File: src/rtl/bus_trace_fifo.sv
// Bus trace capture stage for a 6502 core.
// It samples the CPU pins once per CPU cycle, on the falling edge of PHI2, and can wait for an
// opcode-fetch trigger. It stores a bounded run of cycles in a first-word-fall-through FIFO
// that a debugger drains through a valid/ready port.
module bus_trace_fifo #(
  parameter int unsigned DEPTH_LOG2 = 4
) (
  input  logic                  PHI0,
  input  logic                  RES,
  input  logic                  PHI2,
  input  logic [15:0]           A,
  input  logic [7:0]            D,
  input  logic                  RnW,
  input  logic                  SYNC,
  input  logic                  ARM,
  input  logic                  ABORT,
  input  logic                  TRIG_EN,
  input  logic [15:0]           TRIG_ADDR,
  input  logic [7:0]            POST_CNT,
  output logic [25:0]           OUT_DATA,
  output logic                  OUT_VALID,
  input  logic                  OUT_READY,
  output logic [DEPTH_LOG2:0]   LEVEL,
  output logic                  BUSY,
  output logic                  DONE,
  output logic                  OVF
);

  localparam int unsigned Depth = 1 << DEPTH_LOG2;
  localparam logic [DEPTH_LOG2:0] FullLevel = {1'b1, {DEPTH_LOG2{1'b0}}};

  typedef enum logic [1:0] {StIdle, StArmed, StCapture, StDone} state_e;

  state_e                state_q, state_d;
  logic                  phi2_q;
  logic [8:0]            remaining_q, remaining_d;
  logic [25:0]           mem_q [Depth];
  logic [DEPTH_LOG2-1:0] wr_ptr_q, rd_ptr_q;
  logic [DEPTH_LOG2:0]   level_q;
  logic                  ovf_q;

  logic        cap;
  logic        trig_hit;
  logic [25:0] entry;
  logic        push_req;
  logic        flush;
  logic        pop;
  logic        full;
  logic        push_ok;
  logic        ovf_set;

  assign cap      = phi2_q & ~PHI2;
  assign entry    = {SYNC, RnW, A, D};
  assign trig_hit = cap & SYNC & (A == TRIG_ADDR);
  assign full     = (level_q == FullLevel);
  assign pop      = (level_q != '0) & OUT_READY;
  // A push into a full FIFO still lands if the head leaves in the same cycle
  assign push_ok  = push_req & (~full | pop);
  assign ovf_set  = push_req & full & ~pop;

  // State, cycle counter and PHI2 edge-detect register
  always_ff @(posedge PHI0) begin
    if (RES) begin
      state_q     <= StIdle;
      remaining_q <= '0;
      phi2_q      <= 1'b0;
    end else begin
      state_q     <= state_d;
      remaining_q <= remaining_d;
      phi2_q      <= PHI2;
    end
  end

  // Next-state and push/flush decisions; ABORT beats ARM, and both suppress a coincident cap
  always_comb begin
    state_d     = state_q;
    remaining_d = remaining_q;
    push_req    = 1'b0;
    flush       = 1'b0;
    if (ABORT) begin
      state_d = StIdle;
    end else if (ARM) begin
      flush       = 1'b1;
      state_d     = TRIG_EN ? StArmed : StCapture;
      remaining_d = {1'b0, POST_CNT} + 9'd1;
    end else begin
      unique case (state_q)
        StArmed: begin
          if (trig_hit) begin
            push_req = 1'b1;
            if (POST_CNT == 8'd0) begin
              state_d = StDone;
            end else begin
              state_d     = StCapture;
              remaining_d = {1'b0, POST_CNT};
            end
          end
        end
        StCapture: begin
          // Counts CPU cycles, so dropped entries still consume the budget
          if (cap) begin
            push_req    = 1'b1;
            remaining_d = remaining_q - 9'd1;
            if (remaining_q == 9'd1) state_d = StDone;
          end
        end
        default: ;
      endcase
    end
  end

  // FIFO pointers, occupancy and sticky overflow
  always_ff @(posedge PHI0) begin
    if (RES || flush) begin
      wr_ptr_q <= '0;
      rd_ptr_q <= '0;
      level_q  <= '0;
      ovf_q    <= 1'b0;
    end else begin
      if (push_ok) wr_ptr_q <= wr_ptr_q + 1'b1;
      if (pop)     rd_ptr_q <= rd_ptr_q + 1'b1;
      if (push_ok && !pop) begin
        level_q <= level_q + 1'b1;
      end else if (!push_ok && pop) begin
        level_q <= level_q - 1'b1;
      end
      if (ovf_set) ovf_q <= 1'b1;
    end
  end

  // Entry storage; no reset needed since OUT_DATA is masked while empty
  always_ff @(posedge PHI0) begin
    if (!RES && !flush && push_ok) mem_q[wr_ptr_q] <= entry;
  end

  // Status and head outputs
  always_comb begin
    BUSY      = (state_q == StArmed) || (state_q == StCapture);
    DONE      = (state_q == StDone);
    OUT_VALID = (level_q != '0);
    OUT_DATA  = OUT_VALID ? mem_q[rd_ptr_q] : 26'd0;
    LEVEL     = level_q;
    OVF       = ovf_q;
  end

endmodule

File: config.mk
export PLATFORM = sky130hd
export DESIGN_NAME = bus_trace_fifo
export DESIGN_NICKNAME = d
export VERILOG_FILES = /design/src/rtl/bus_trace_fifo.sv
export SDC_FILE = /design/constraint.sdc
export NUM_CORES = 1
export LEC_CHECK = 0
export ABC_AREA = 1
export CAP_MARGIN = 20
export CORE_MARGIN = 3
export CORE_UTILIZATION = 62
export CTS_BUF_LIST = sky130_fd_sc_hd__clkbuf_8
export DETAILED_ROUTE_END_ITERATION = 7
export PLACE_DENSITY = 0.82
export SYNTH_ARGS = -nofsm -noshare
export SYNTH_HDL_FRONTEND = slang
export SYNTH_SLANG_ARGS = --single-unit
File: constraint.sdc
create_clock -name PHI0 -period 4.8 [get_ports PHI0]
set_input_delay 1.2 -clock PHI0 [delete_from_list [all_inputs] [get_ports PHI0]]
set_output_delay 1.2 -clock PHI0 [all_outputs]
set_load 0.1 [all_outputs]
# Yosys cells after proc, flatten, opt, wreduce, memory -nomap -nowiden
# Memory sizes are Yosys's and may differ from the RTL's. A register that Yosys moved wholly into a read port is not among the register bits.
# Cells that the tools add are included.
# totals
ff_bits	26
in_bits	57
ram_bits	416
memories	1
word_cells	79
# mem_list
name	depth	width	read_ports	rd_clocked_by_memory_dff	wr	line	text
mem_q	16	26	1	1	1	37	logic [25:0] mem_q [Depth];
# op_classes
eq_ne	10
add_sub_neg	6
mux	26
reduce_logical	17
bitwise_logic	12
# ops
cell	count
9-bit 2-to-1 mux	4
26-bit 2-to-1 mux	1
9-bit one-hot mux with 2 select lines	1
16-bit == test	1
3-bit inequality test (second input constant)	4
2-bit 2-to-1 mux	5
5-bit 2-to-1 mux	2
8-bit by 1-bit adder with 9-bit output (second input constant)	1
9-bit by 1-bit == test with 1-bit output (second input constant)	1
1-bit 2-to-1 mux	9
9-bit by 1-bit subtractor with 9-bit output (second input constant)	1
4-bit by 1-bit adder with 4-bit output (second input constant)	2
8-bit logical NOT	1
4-bit 2-to-1 mux	2
1-bit bitwise AND	7
5-bit by 1-bit adder with 5-bit output (second input constant)	1
5-bit == test (second input constant)	1
5-bit AND reduction	1
5-bit nonzero test	1
5-bit by 1-bit subtractor with 5-bit output (second input constant)	1
2-bit == test (second input constant)	2
1-bit logical AND	4
1-bit logical NOT	4
1-bit NOT	4
other kinds (9)	10

# Longest topological paths before layout
# Gate-level depths: netlist (run 1).
# logic_depth
depth_word	13
ltp_mapped	20
depth_no_buf	20

# Worst setup path after synthesis (run 1)
# No wires, ideal clock.
# synth_path
path_type	reg-to-output
from	reg level_q[4] (netlist: LEVEL[4])
to	out OUT_DATA[10]
t_arrival_ps	3484
slack_ps	116
path_stages_with_launch	6
t_required_ps	3600
cell_sequence	dfxtp_1 > inv_1 > nand2_4 > clkinv_1 > buf_2 > a21oi_1
# synth_between
elab_chain_cells	2
# synth_lines
element	line	text
start: declaration	39	logic [DEPTH_LOG2:0] level_q;
start signal: assignment	123	level_q <= level_q + 1'b1;
start signal: assignment	125	level_q <= level_q - 1'b1;
5-bit nonzero test	140	OUT_VALID = (level_q != '0);
named net OUT_VALID	21	output logic OUT_VALID,
26-bit 2-to-1 mux	141	OUT_DATA = OUT_VALID ? mem_q[rd_ptr_q] : 26'd0;
end: declaration	20	output logic [25:0] OUT_DATA,
# The timed path passes the listed nets, and every way through them passes these cells.

==> results.py, run 1 <==
metrics = {
    "critical_path": {
        "cp_max_fo": 100,
        "worst_ep_arrival_time_ns": 3.36,
        "worst-setup-path-type": "reg2out",
        "startpoint_type": "flip-flop",
        "end_kind": "output pin",
        "timing.rr.start": "state_q[0]",
        "r2r_slack_ns": 1.77,
        "critPathRequiredTime_ns": 3.60,
    },
    "clocking": {
        "cts.path.max_buffers": 3,
        "hold_buffers": 0,
        "htree_levels": 3,
        "cts-root-buf": "clkbuf_8",
        "clock_sinks": 446,
        "insertion_delay_ns": 0.59,
        "numCtsBuffers": 68,
        "cts_tree": "done",
        "path_clk_slew_ns": 0.06,
    },
    "power_and_ir_drop": {
        "total_power_mw": 12.5,
        "irDropWorstVdd_uv": 642,
        "intPower_mw": 7.16,
        "power.leakage_nw": 7.50,
        "power_switching_mw": 5.37,
        "switching_share_pct": 42.8,
        "p_clk_share_pct": 22.0,
        "cellPowerDensity_mw_per_mm2": 582,
        "p_seq_share_pct": 35.6,
        "power_frac_comb_pct": 42.4,
    },
    "placement": {
        "dp_slack_ns": 0.0117,
        "io_buffers": 91,
        "dp_hpwl_um": 25900,
        "place_congestion": 0.850,
        "placed_area_sq_mm": 0.0203,
        "place_inst": 1954,
    },
    "timing": {
        "slew_violations": 0,
        "relSlewSlack_pct": 33.5,
        "finalHoldViolations": 0,
        "skew_ns": 0.0197,
        "worst_slack_ns": 0.239,
        "clock.fmax_mhz": 219,
        "fin_crit_sh_pct": 95.0,
        "rsz0062_at_grt": "no",
        "holdWs_ns": 0.470,
        "period_needed_ns": 4.56,
        "totalNegativeSetupSlack_ns": 0,
        "worstMarginPinSlew_ns": 0.994,
        "finalSetupViolations": 0,
    },
    "die": {
        "rows": 62,
        "die_area_sq_mm": 0.0319,
        "die_w_um": 179,
        "ioPinCount": 92,
        "die_h_um": 179,
        "core_area_sq_mm": 0.0290,
        "start_util_pct": 63.7,
    },
    "run_status": {
        "outcome": "finished, final reports clean",
    },
    "yosys": {
        "synth_commonest_cells": "416 x edfxtp_1, 297 x nor2_1, 221 x o21ai_0",
        "yosysWarnings": 0,
        "synth_fp_nets": 1584,
        "yosysTopAreaCell": "edfxtp_1",
        "avgSynthCellArea_sq_um": 12.2,
        "syn-instance-count": 1510,
        "synth_edf_count": 416,
        "synth_top_area_share_pct": 67.6,
        "yosysSeqAreaShare_pct": 70.9,
        "synth.most_common_cell": "edfxtp_1",
        "synth-main-ff-cell": "edfxtp_1",
        "synthTopCellsByArea": "edfxtp_1 68%, nor2_1 6.0%, o21ai_0 6.0%",
        "ys_seq_elements": 446,
        "netlist_area_sq_mm": 0.0185,
        "synth_cell_types": 40,
        "async_flop_share_pct": 0,
    },
    "final_layout": {
        "nets": 1714,
        "fin_util_pct": 74.2,
        "diodes": 0,
        "fin_cells": 2075,
        "area_growth_pct": 16.5,
        "num-fill-cells": 1756,
        "drive_above_1_share_pct": 12.1,
        "design_area_sq_mm": 0.0215,
    },
    "detailed_routing": {
        "vias": 13200,
        "drc": 0,
        "vias_per_cell": 6.34,
        "wire_per_inst_um": 22.3,
        "firstDrtPassIters": 6,
        "drt_first_iter_violations": 1901,
        "routed_wl_um": 46300,
        "drtAntennaViolNets": 0,
    },
    "worst_hold_path": {
        "hold_start": "rd_ptr_q[3]",
        "min_path_type": "reg2reg",
    },
    "global_routing": {
        "grt_max_degree": 101,
        "grt_use_total_pct": 29.5,
        "antenna_found_initial": 0,
        "grt_pass1_vias": 13200,
        "grt_pass1_wl_um": 71200,
        "overflow": 0,
    },
    "run": {
        "cap_viol_max_count": 0,
    },
}
## per-layer routing
metal  GRT usage, %  wire length, um  part of all wire (%)  vias to the layer above
met5              0                0                     0                        -
met4           13.3             1560                   3.4                        0
met3           5.87             4930                    11                      128
met2           47.3            22700                    49                      883
met1           39.4            17100                    37                     6321
li1               -                -                     -                     5826
## registers in the layout, indices dropped and copies added (netlist names), named ones only
signal,count
mem_q,416
remaining_q,9
LEVEL,5
rd_ptr_q,4
wr_ptr_q,4
state_q,2
OVF,1
phi2_q,1
## path summary, 6_finish.rpt
| check | endpoint | cells past startpoint |
|---|---|---|
| min reg2reg | rd_ptr_q[3] | 2 |
| max reg2reg | LEVEL[4] | 15 |
| max | OUT_DATA[25] | 7 |
| min | rd_ptr_q[3] | 2 |
## critical path, cell delays in order, from the launching register on
cell,delay (ns)
dfxtp_4,0.54
inv_4,0.53
buf_12,0.42
o21ai_0,0.19
o221ai_1,0.21
nand3_1,0.12
a21oi_1,0.29
buf_4,0.35
## power by group through the flow
stage | Clock [mW] | Combinational (mW) | Sequential, mW
after floorplan | 0 | 3.51 | 4.55
after global placement | 0 | 5.13 | 4.54
after detailed placement | 0 | 5.25 | 4.54
after CTS | 2.79 | 5.27 | 4.46
after global routing | 2.96 | 5.59 | 4.47
final | 2.76 | 5.31 | 4.46
## cells in the final DEF, fill, tap and decap left out, types with 52 or more instances in the layout
cell and n:
clkbuf_8 70, inv_1 96, nand3_1 52, buf_4 53, o21ai_0 221, edfxtp_1 416, nand2_1 78, nor2_1 293
clkdlybuf4s50_1 65, o221ai_1 74
## cell families (layout without fill, tap and decap cells)
| logic type | Yosys count | in the layout | share of synthesized area, % |
|---|---|---|---|
| xor gates and xnor gates | 15 | 15 | 0.711 |
| and+or+nand+nor | 467 | 467 | 10.8 |
| DFF | 446 | 446 | 70.9 |
| adders and majority gates | 17 | 17 | 1.19 |
| AOI/OAI and AO/OA | 403 | 403 | 12.8 |
| buffers and inverters | 162 | 343 | 3.68 |
## cell type report
class | instances | area, sq um | share of cell area, %
Multi-Input combinational cell | 902 | 4800 | 22.3
Timing Repair Buffer | 151 | 1700 | 7.90
Clock inverter | 51 | 219 | 1.02
Tap cell | 384 | 480 | 2.23
Sequential cell | 446 | 13100 | 60.8
Clock buffer | 70 | 963 | 4.48
Inverter | 71 | 269 | 1.25
## timing repair
item	in CTS	in global routing
resized for setup	0	1
setup buffers	0	0
endpoints found under the setup margin	0	4
endpoints found under the hold margin	0	0
No activity file was read; power rests on OpenSTA's default activity.
==> run 2, diff against run 1 <==
TNS_END_PERCENT = 10   (was not set)
==> results of run 2 <==
No change in the layout: final DEF, timing and power equal those of run 1.
